==> config.mk <==
export PLATFORM = sky130hd
export DESIGN_NAME = song_recorder
export DESIGN_NICKNAME = d
export VERILOG_FILES = /design/src/rtl/song_recorder.sv
export SDC_FILE = /design/constraint.sdc
export NUM_CORES = 1
export LEC_CHECK = 0
export ABC_AREA = 1
export CAP_MARGIN = 20
export CORE_MARGIN = 4
export CORE_UTILIZATION = 65
export DETAILED_ROUTE_END_ITERATION = 12
export GPL_ROUTABILITY_DRIVEN = 0
export GPL_TIMING_DRIVEN = 0
export PLACE_DENSITY = 0.8
export RECOVER_POWER = 25
export SLEW_MARGIN = 0
export SYNTH_ARGS = -nofsm -noshare
export SYNTH_HDL_FRONTEND = slang
export SYNTH_SLANG_ARGS = --single-unit
==> constraint.sdc <==
create_clock -name clk -period 7.25 [get_ports clk]
set_input_delay 1.45 -clock clk [delete_from_list [all_inputs] [get_ports clk]]
set_output_delay 1.45 -clock clk [all_outputs]
set_load 0.1 [all_outputs]
==> src/rtl/song_recorder.sv <==
// song_recorder: records a session of note entries into a register array and
// plays them back one at a time through an external sound player.
//
// Ports
//   clk, rst_n                : clock and synchronous active-low reset
//   en                        : block enable; low returns to idle, keeps contents
//   rec, play, stop           : single-cycle command pulses
//   hit                       : note entry valid (octave_in, note_in, length_in)
//   over                      : sound-player done flag (high = idle/finished)
//   start                     : one-cycle launch pulse for the sound player
//   octave, note, length      : playback entry presented to the sound player
//   count, full               : stored entries (0..DEPTH) and count == DEPTH
//   recording, playing        : session status
//
// Configuration
//   RECORDER_LOOP_EN : when defined, playback wraps from the last entry back to
//                      entry 0 and continues until stop or en low.

`ifndef OCTAVE_BITS
`define OCTAVE_BITS 3
`endif
`ifndef NOTE_BITS
`define NOTE_BITS 4
`endif
`ifndef LENGTH_BITS
`define LENGTH_BITS 3
`endif

module song_recorder #(
    parameter int unsigned DEPTH     = 32,
    parameter int unsigned ADDR_BITS = 5
) (
    input  logic                    clk,
    input  logic                    rst_n,
    input  logic                    en,
    input  logic                    rec,
    input  logic                    play,
    input  logic                    stop,
    input  logic                    hit,
    input  logic [`OCTAVE_BITS-1:0] octave_in,
    input  logic [`NOTE_BITS-1:0]   note_in,
    input  logic [`LENGTH_BITS-1:0] length_in,
    input  logic                    over,
    output logic                    start,
    output logic [`OCTAVE_BITS-1:0] octave,
    output logic [`NOTE_BITS-1:0]   note,
    output logic [`LENGTH_BITS-1:0] length,
    output logic [ADDR_BITS:0]      count,
    output logic                    full,
    output logic                    recording,
    output logic                    playing
);

    localparam int unsigned EntryBits = `OCTAVE_BITS + `NOTE_BITS + `LENGTH_BITS;

`ifdef RECORDER_LOOP_EN
    localparam bit LoopEn = 1'b1;
`else
    localparam bit LoopEn = 1'b0;
`endif

    typedef enum logic [2:0] {
        StIdle,
        StRec,
        StPlayIssue,
        StPlayAck,
        StPlayWait
    } state_e;

    state_e                 state_q;
    logic [ADDR_BITS-1:0]   rd_idx_q;
    logic [EntryBits-1:0]   mem_q [DEPTH];

    logic                   wr_en;
    logic                   last_entry;
    logic [ADDR_BITS-1:0]   next_idx;
    logic [EntryBits-1:0]   first_entry;
    logic [EntryBits-1:0]   next_entry;

    assign full      = (count == (ADDR_BITS + 1)'(DEPTH));
    assign recording = (state_q == StRec);
    assign playing   = (state_q == StPlayIssue) || (state_q == StPlayAck) ||
                       (state_q == StPlayWait);

    // A hit is stored only while recording with room left; a hit coincident
    // with stop still lands.
    assign wr_en      = rst_n && en && (state_q == StRec) && hit && !full;
    assign last_entry = ({1'b0, rd_idx_q} == (count - 1'b1));
    assign next_idx   = (last_entry && LoopEn) ? '0 : rd_idx_q + 1'b1;
    assign first_entry = mem_q[0];
    assign next_entry  = mem_q[next_idx];

    // Note storage is deliberately not reset; count alone defines validity.
    always_ff @(posedge clk) begin
        if (wr_en) begin
            mem_q[count[ADDR_BITS-1:0]] <= {octave_in, note_in, length_in};
        end
    end

    always_ff @(posedge clk) begin
        if (!rst_n) begin
            state_q  <= StIdle;
            count    <= '0;
            rd_idx_q <= '0;
            start    <= 1'b0;
            octave   <= `OCTAVE_BITS'(4);
            note     <= '0;
            length   <= '0;
        end else if (!en) begin
            state_q <= StIdle;
            start   <= 1'b0;
        end else begin
            start <= 1'b0;
            unique case (state_q)
                StIdle: begin
                    if (rec) begin
                        state_q <= StRec;
                        count   <= '0;
                    end else if (play && (count != '0)) begin
                        // Entry and start are registered together so the
                        // player sees valid outputs while start is high.
                        rd_idx_q                <= '0;
                        {octave, note, length}  <= first_entry;
                        start                   <= 1'b1;
                        state_q                 <= StPlayIssue;
                    end
                end
                StRec: begin
                    if (wr_en) begin
                        count <= count + 1'b1;
                    end
                    if (stop) begin
                        state_q <= StIdle;
                    end
                end
                StPlayIssue: begin
                    state_q <= stop ? StIdle : StPlayAck;
                end
                StPlayAck: begin
                    if (stop) begin
                        state_q <= StIdle;
                    end else if (!over) begin
                        state_q <= StPlayWait;
                    end
                end
                StPlayWait: begin
                    if (stop) begin
                        state_q <= StIdle;
                    end else if (over) begin
                        if (last_entry && !LoopEn) begin
                            state_q <= StIdle;
                        end else begin
                            rd_idx_q               <= next_idx;
                            {octave, note, length} <= next_entry;
                            start                  <= 1'b1;
                            state_q                <= StPlayIssue;
                        end
                    end
                end
                default: state_q <= StIdle;
            endcase
        end
    end

endmodule

; After elaboration in Yosys (flattened, before gate mapping)
; Memory sizes are Yosys's and may differ from the RTL's.
; Index checks and enable logic that the tools add are counted.
[op_classes]
add_sub_neg = 3
n_eq_ne = 17
muxes = 45
n_reduce_logical = 16
[op_table]
columns = operator, count
row1 = 2-to-1 mux 3 bit, 17
row2 = 2-to-1 mux 5 bit, 5
row3 = 2-to-1 mux 4 bit, 5
row4 = one-hot mux 3 bit (5 select lines), 1
row5 = "inequality test 2 bit, second input constant", 7
row6 = 2-to-1 mux 6 bit, 2
row7 = one-hot mux 3 bit (2 select lines), 2
row8 = one-hot mux 6 bit (2 select lines), 1
row9 = one-hot mux 5 bit (2 select lines), 1
row10 = "inequality test 3 bit, second input constant", 3
row11 = one-hot mux 4 bit (2 select lines), 1
row12 = AND reduction 4 bit, 2
row13 = 2-to-1 mux 1 bit, 7
row14 = AND reduction 7 bit, 1
row15 = "adder 6 x 1 -> 6 bit, second input constant", 1
row16 = "equality test 3 x 2 -> 1 bit, second input constant", 2
row17 = equality test 5 x 6 -> 1 bit, 1
row18 = "equality test 6 bit, second input constant", 1
row19 = nonzero test 6 bit, 1
row20 = "subtractor 6 x 1 -> 6 bit, second input constant", 1
row21 = "adder 5 x 1 -> 5 bit, second input constant", 1
row22 = logical AND 1 bit, 5
row23 = 2-to-1 mux 2 bit, 2
row24 = nonzero test 2 bit, 2
row25 = 8 further kinds, 9
[word_totals]
ff_bits = 25
mem_bits_rw = 320
mem_count = 1
[mem_list]
columns = memory, depth, width, rd, rd_clocked_by_memory_dff, write_ports, line
row1 = mem_q, 32, 10, 2, 0, 1, 72  ; logic [EntryBits-1:0] mem_q [DEPTH];

; Longest topological paths before layout
; Gate-level depths: netlist of run 1.
[logic_depth]
depth_word = 6
ltp_mapped = 16
depth_no_buf = 16

; Worst setup path before layout of run 1
; No wires, ideal clock.
[synth_timing]
path_type = register to output
from = register state_q[1]
to = output playing
arrival_ns = 2.508
t_required_ns = 5.800
setup_slack_ns = 3.292
path_stages_with_launch = 3
path_cell_list = dfxtp_1 inv_1 o21ai_0
[synth_between]
elab_chain_cells = 3
elab_cells_between_ends = 5
[synth_rtl]
columns = item, line
row1 = "start, declared", 70  ; state_e state_q;
row2 = "start signal, assigned", 102  ; state_q <= StIdle;
row3 = "start signal, assigned", 110  ; state_q <= StIdle;
row4 = "start signal, assigned", 117  ; state_q <= StRec;
row5 = equality test 3 x 2 -> 1 bit, 82  ; assign playing = (state_q == StPlayIssue) || (state_q == StPlayAck) ||
row6 = logical OR 1 bit, 82
row7 = logical OR 1 bit (*), 82
row8 = "end, declared", 51  ; output logic playing
; Mark *: on every way between the ends. The rest lies on a longest branch, timed or not.

; Final worst setup path of run 1
[layout_timing]
from = register count[0]
to = output full
[layout_between]
elab_chain_cells = 1
[layout_rtl]
columns = item, line
row1 = "start, declared", 48  ; output logic [ADDR_BITS:0] count,
row2 = "start signal, assigned", 130  ; count <= count + 1'b1;
row3 = equality test 6 bit, 80  ; assign full = (count == (ADDR_BITS + 1)'(DEPTH));
row4 = "end, declared", 49  ; output logic full,
; No other way between the ends.

==> impl_metrics.ini, run 1 <==
[timing]
fin_crit_sh_pct = 59.7
worstMarginPinSlew_ps = 1910
timing.slew.headroom_pct = -27.5
fin_skew_ps = 31.2
setup_viol = 0
setup_slack_ps = 2920
period_needed_ps = 4330
grt_setup_unrepaired = false
finalHoldViolCount = 0
clock.fmax_ghz = 0.231
final.setup.tns_ps = 0
slew_viol_final = 33

[cts]
cts_buffers = 35
h-tree-depth = 2
cts_resized = 0
root_buffer = clkbuf_16
cts_tree = built
cts.clk_slew.worst_paths_ps = 60
clockBufferDepth = 3
ctsHoldBuffers = 0
clk_latency_ps = 520
post_cts_buffers = 0
cts_sinks = 345

[routing]
drc = 0
vias = 11100
firstDrtPassIters = 9
routed_via_density = 6.34
routed_wl_um = 41400
drt_first_iter_violations = 1826
ant_nets = 0
wl_per_cell_um = 23.8

[global_route]
antenna_found_initial = 0
grt_max_degree = 33
grt-ovfl-total = 0
grt_first_pass_wirelength_um = 60800
grt_pass1_vias = 10400
grt_usage_pct = 33.4

[critical_path]
crit_top_cell = inv_1
cp_cell_sequence = inv_1 -> ha_1 -> nand3_2 -> inv_1 -> nand2_1 -> inv_1 -> clkdlybuf4s50_1
crit_buf_inv = 4
required_ps = 5800
cp.arrival_ps = 2880
critPathSlowestCell = clkdlybuf4s50_1
cp-start-kind = flip-flop
cp-end-kind = output pin
crit_family = buffers and inverters
crit_type = flip-flop to output pin
crit_path_max_incr_delay_ps = 1120
path_max_fanout = 8

[synth]
avgSynthCellArea_um2 = 10.8
synth_warnings = 0
ys_top_cells_by_area = edfxtp_1, nor2_1, o21ai_0
synth.cell_area_um2 = 14500
yosys-top-cells-count = nor2_1, edfxtp_1, nand2_1
synth_edf_count = 320
yosysTopAreaCellShare_pct = 66.2
synth.ff_latch_count = 345
yosysMostFrequentCell = nor2_1
synth_cell_types = 31
postSynth.asyncResetShare_pct = 0
synth_largest_area_cell = edfxtp_1
syn_inst = 1349
seq_area_frac_synth_pct = 69.7
synthFlopType = edfxtp_1
synth_nets = 1372

[layout]
diodes = 0
fill_cells = 1374
area_growth_syn_to_layout_pct = 13.9
drive_gt1_share_pct = 7.17
finish.utilization_pct = 75.5
fin_cells = 1744
final_area_um2 = 16500
final_nets = 1462

[place]
hpwlAfterDp_um = 27700
place_inst = 1675
place_ws_ps = 3030
portBuffers = 36
place_area_um2 = 15400

[floorplanning]
core.rowCount = 54
io_pins = 38
start_util_pct = 66.3
core_um2 = 21900
die_y_um = 157
die_area_um2 = 24800
die_width_um = 157

[power_and_ir_drop]
peakVddDrop_mv = 0.244
power.density_nw_per_um2 = 261
p_leak_nw = 5.93

[hold_path]
hold_class = flip-flop to flip-flop

[job]
drv_cap = 1

[status]
status = finished, violations left
violations = max-capacitance violations, max-slew violations
==> registers in the layout, summed over array words and instances, names as in the netlist <==
| name | count |
|---|---|
| mem_q | 320 |
| count | 6 |
| rd_idx_q | 5 |
| note | 4 |
| length | 3 |
| octave | 3 |
| state_q | 3 |
| start | 1 |
==> worst reg2reg max path, cell delays in order (launching register included) <==
cell and delay, ps:
dfxtp_1 450, inv_1 200, ha_1 320, nand3_2 110, inv_1 50, nand2_1 70
nand2_1 90, inv_1 150, nand2_1 280, nor2_1 1000
==> power breakdown <==
| group | leakage (nW) | switching (mW) | internal, mW |
|---|---|---|---|
| Clock | 0.536 | 0.730 | 1.04 |
| Combinational | 2.32 | 0.261 | 0.0937 |
| Sequential | 3.08 | 0.00652 | 2.18 |
==> placed cells by master (no fill, tap or decap), types with 3 or more instances in the layout <==
cell and instances:
a21oi_1 4, buf_1 3, buf_2 19, buf_4 15, buf_6 8, buf_8 3, bufinv_16 4, clkbuf_1 49
clkbuf_16 35, clkdlybuf4s50_1 28, clkinv_1 8, dfxtp_1 25, dlygate4sd3_1 7, edfxtp_1 320, ha_1 5, inv_1 36
inv_2 5, nand2_1 167, nand3_1 153, nor2_1 377, nor2_2 3, nor3_1 4, o21ai_0 158, xor2_1 4
==> area by class of cell <==
type	count	area [um^2]	area share, %
Tap cell	280	350	2.12
Timing Repair Buffer	53	552	3.34
Clock inverter	16	178	1.08
Inverter	41	154	0.931
Buffer	71	354	2.14
Clock buffer	46	927	5.61
Sequential cell	345	10100	61.2
Multi-Input combinational cell	892	3900	23.6
==> through the flow <==
stage	hold slack [ps]	power, mW
5_1_grt	552	4.41
2_1_floorplan	479	2.43
3_5_place_dp	481	2.57
3_3_place_gp	476	2.55
4_1_cts	499	4.29
6_report	501	4.31
==> cell families after synthesis <==
logic type | synth area share, %
buf+inv | 3.50
compound gates | 5.87
fa+ha+maj | 0.431
simple gates | 20.1
flops | 69.7
xor+xnor | 0.362
==> per-layer routing <==
layer / up-vias / part of all wire, % / GRT usage (%)
met1: 5125 / 35 / 46.0
met4: 0 / 5.5 / 15.4
li1: 4831 / - / -
met2: 911 / 45 / 51.3
met5: - / 0 / 0
met3: 183 / 14 / 8.06
==> path summary, 6_finish.rpt <==
| path | startpoint | to | slack [ps] | cells after the start |
|---|---|---|---|---|
| min | octave[2] | octave[2] | 500 | 2 |
| max | count[0] | full | 2920 | 7 |
| max reg2reg | count[0] | mem_q[26][5] | 4120 | 9 |
| min reg2reg | octave[2] | octave[2] | 500 | 2 |
Note: power is estimated with default switching activity, not from simulation.
==> run 2: changes to the inputs <==
CORE_UTILIZATION = 62   (was 65)
PLACE_DENSITY = 0.77   (was 0.8)
clock period = 4.1 ns   (was 7.25 ns; I/O delays follow)
==> impl_metrics.ini, run 2 (same netlist as run 1, synthesis figures left out) <==
[status]
violations = max-capacitance violations, max-slew violations
status = finished, violations left

[cts]
post_cts_buffers = 0
root_buffer = clkbuf_16
cts_sinks = 345
cts_buffers = 36
cts_tree = built
clk_latency_ps = 530
ctsHoldBuffers = 0
h-tree-depth = 2
clockBufferDepth = 3
cts.clk_slew.worst_paths_ps = 60
cts_resized = 0

[global_route]
grt_max_degree = 33
grt_first_pass_wirelength_um = 60700
grt_usage_pct = 31.0
antenna_found_initial = 0
grt-ovfl-total = 0
grt_pass1_vias = 10400

[routing]
vias = 10900
wl_met3_um = 5330
drc = 0
routed_via_density = 6.12
ant_nets = 0
wl_met1_um = 14800
firstDrtPassIters = 6
drt_first_iter_violations = 1745
wl_per_cell_um = 22.7
top_layer = met4
dr_wl_met2_um = 18700
routed_wl_um = 40400

[critical_path]
r2r_cells = 9
crit_path_max_incr_delay_ps = 1120
required_ps = 3280
cp.arrival_ps = 2880
crit_family = buffers and inverters
cp-end-kind = output pin
cp_cell_sequence = inv_1 -> ha_1 -> nand3_2 -> inv_1 -> nand2_1 -> inv_1 -> clkdlybuf4s50_1
crit_buf_inv = 4
crit_cells = 7
timing.rr.start = count[0]
crit_top_cell = inv_1
cp-start-kind = flip-flop
cp-endpoint = full
cp-startpoint = count[0]
reg2reg_to = mem_q[26][3]
rrSetupSlack_ps = 1030
path_max_fanout = 8
critPathSlowestCell = clkdlybuf4s50_1
crit_type = flip-flop to output pin

[layout]
diodes = 0
area_growth_syn_to_layout_pct = 14.8
layout_common_cells = nor2_1, edfxtp_1, nand2_1
largest_reg_flops = 320
final_common_cell = nor2_1
final_area_um2 = 16600
final_nets = 1463
drive_gt1_share_pct = 7.91

[timing]
finalHoldViolCount = 0
final.setup.tns_ps = 0
slew_viol_final = 33
grt_setup_unrepaired = false
period_needed_ps = 3700
clock.fmax_ghz = 0.270
worstMarginPinSlew_ps = 1880
fin_skew_ps = 18.6
timing.slew.headroom_pct = -25.4
fin_crit_sh_pct = 90.2
setup_viol = 0

[place]
hpwlAfterDp_um = 27300
place_area_um2 = 15400
portBuffers = 36

[floorplanning]
die_area_um2 = 25900
core_um2 = 22800
die_width_um = 161
io_pins = 38
core.rowCount = 55
die_y_um = 161
start_util_pct = 63.5

[power_and_ir_drop]
p_leak_nw = 5.98
power.density_nw_per_um2 = 466
peakVddDrop_mv = 0.447

[hold_path]
hold_class = flip-flop to flip-flop

[job]
drv_cap = 1
run 2: cell count changes in the layout (fill, tap and decap cells not counted):
cell | previous run | this run
clkbuf_16 | 35 | 37
clkbuf_8 | 1 | 2
clkinv_1 | 8 | 5
clkinv_2 | 2 | 8
buf_8 | 3 | 4
inv_6 | 2 | 3
nand2_1 | 167 | 166
buf_4 | 15 | 14
clkbuf_1 | 49 | 45
nand2_2 | 0 | 1
run 2: worst reg2reg max path, cell delays in order, from the launching register on:
cell and delay, ps:
dfxtp_1 440, inv_1 180, ha_1 330, nand3_2 120, inv_1 50, nand2_1 70, nand2_1 90, inv_1 150
nand2_1 290, nor2_1 970
run 2: final cells by class:
class,instances,area (um^2)
multi-input combinational,892,3900
sequential,345,10100
tap,313,392
buffer,71,354
fill,1603,6200
clock buffer,45,976
clock inverter,20,205
inverter,41,154
timing repair buffer,53,559
run 2: worst min path at each step:
stage	cells after the start	slack, ps	end	from
floorplan	2	480	state_q[1]	state_q[1]
global placement	2	480	octave[2]	octave[2]
detailed placement	2	460	octave[2]	octave[2]
global route	2	500	octave[2]	octave[2]
finish	2	480	octave[2]	octave[2]
CTS	2	480	octave[2]	octave[2]
run 2: per-layer routing:
layer,vias up,GRT usage [%]
li1,4835,-
met1,5079,42.3
met2,838,49.0
met3,136,7.72
met4,0,11.6
met5,-,0
run 2: per-stage QoR:
stage	std cells	hold WS, ps	total power [mW]	utilization [%]	worst slack (ps)
3_3_place_gp	1698	475	4.51	66.8	213
3_5_place_dp	1706	462	4.54	67.4	435
6_report	1780	484	7.76	72.9	401
5_1_grt	1780	502	7.94	72.9	255
4_1_cts	1771	484	7.73	72.6	404
2_1_floorplan	1349	479	4.29	-	772
run 2: report_power, final:
| part | leakage, nW | switching (mW) | internal (mW) | total (mW) |
|---|---|---|---|---|
| Sequential | 3.08 | 0.0109 | 3.85 | 3.86 |
| Clock | 0.587 | 1.33 | 1.95 | 3.27 |
| Combinational | 2.32 | 0.457 | 0.167 | 0.624 |
==> run 3: changes to the inputs <==
GPL_TIMING_DRIVEN = 1   (was 0)
==> impl_metrics.ini, run 3 (same netlist as run 1, synthesis figures left out) <==
[status]
status = finished, violations left
violations = max-capacitance violations, max-slew violations

[job]
drv_cap = 8

[hold_path]
min_to = octave[2]
hold_class = flip-flop to flip-flop
hp-start = octave[2]
whs_path_depth = 2

[cts]
cts_buffers = 35
post_cts_buffers = 0
root_buffer = clkbuf_16
cts_resized = 0
cts_sinks = 345
ctsHoldBuffers = 0
clk_latency_ps = 510
cts_tree = built
clockBufferDepth = 3
cts.clk_slew.worst_paths_ps = 60
h-tree-depth = 2

[timing]
clock.fmax_ghz = 0.311
fin_crit_sh_pct = 78.3
finalHoldViolCount = 0
grt_setup_unrepaired = false
worstMarginPinSlew_ps = 1960
slew_viol_final = 264
timing.slew.headroom_pct = -30.5
setup_viol = 0
final.setup.tns_ps = 0
period_needed_ps = 3210
fin_skew_ps = 8.25

[global_route]
antenna_found_initial = 0
grt_first_pass_wirelength_um = 53700
grt_pass1_vias = 9572
grt-ovfl-total = 0
grt_max_degree = 117
grt_usage_pct = 27.0

[power_and_ir_drop]
peakVddDrop_mv = 0.544
power.density_nw_per_um2 = 455
p_total_mw = 7.35
p_leak_nw = 5.76

[critical_path]
cp.arrival_ps = 2390
required_ps = 3280
rrSetupSlack_ps = 1010
crit_type = flip-flop to output pin
timing.rr.start = rd_idx_q[0]
reg2reg_to = octave[2]
cp-start-kind = flip-flop
r2r_cells = 12
path_max_fanout = 6
cp-end-kind = output pin

[layout]
area_growth_syn_to_layout_pct = 11.5
final_nets = 1410
diodes = 0
final_common_cell = nor2_1
largest_reg_flops = 320
finish.utilization_pct = 70.8
fill_cells = 1642
drive_gt1_share_pct = 7.16
layout_common_cells = nor2_1, edfxtp_1, nand2_1

[floorplanning]
start_util_pct = 63.5
io_pins = 38
core_um2 = 22800
die_area_um2 = 25900
die_width_um = 161
core.rowCount = 55
die_y_um = 161

[routing]
ant_nets = 0
drc = 0
wl_per_cell_um = 20.5
drt_first_iter_violations = 1355
routed_via_density = 5.85
vias = 10100
routed_wl_um = 35400
firstDrtPassIters = 7

[place]
hpwlAfterDp_um = 21100
portBuffers = 37
==> run 3: cell types whose count changed in the layout (fill, tap and decap cells not counted), moves of 4 or more <==
cell,change
buf_2,-18
buf_4,+23
buf_6,-8
buf_8,-4
clkbuf_1,-23
clkinv_1,-4
dlygate4sd3_1,-7
==> run 3: per-layer routing <==
metal / track usage, % / share of wire [%]
met2: 41.6 / 45
met5: 0 / 0
met4: 11.4 / 4.3
met1: 39.4 / 40
met3: 3.85 / 10
==> run 3: power by group <==
| group | internal (mW) | switching [mW] |
|---|---|---|
| clock | 1.66 | 1.26 |
| combinational | 0.139 | 0.421 |
| sequential | 3.86 | 0.0164 |
| total | 5.66 | 1.69 |
==> run 3: worst max-delay path by stage <==
stage | from | to | slack (ps) | depth (start not counted)
floorplan | state_q[1] | playing | 770 | 2
global placement | en | mem_q[28][5] | 810 | 9
detailed placement | en | mem_q[12][1] | 710 | 9
CTS | state_q[0] | recording | 890 | 3
global route | state_q[1] | recording | 800 | 4
finish | state_q[0] | recording | 890 | 3
==> run 3: critical path: stages (launching register included) <==
cell and delay [ps]:
dfxtp_1 410, nand3_1 210, inv_1 130, clkdlybuf4s50_1 1130
==> run 3: layout make-up <==
| type | count | area (um^2) | area share (%) |
|---|---|---|---|
| clock buffers | 50 | 942 | 5.83 |
| inverters | 41 | 155 | 0.959 |
| clock inverters | 11 | 82.6 | 0.511 |
| multi-input cells | 892 | 3920 | 24.2 |
| repair buffers | 72 | 573 | 3.54 |
| flip-flops and latches | 345 | 10100 | 62.5 |
| well taps | 313 | 392 | 2.42 |
==> run 3: metrics by stage <==
step,area (um^2),setup WS (ps),hold slack (ps),std cells
6_report,16200,888,484,1724
3_3_place_gp,15200,810,461,1663
2_1_floorplan,14500,772,479,1349
4_1_cts,16200,893,485,1724
3_5_place_dp,15200,711,466,1663
5_1_grt,16200,796,532,1724
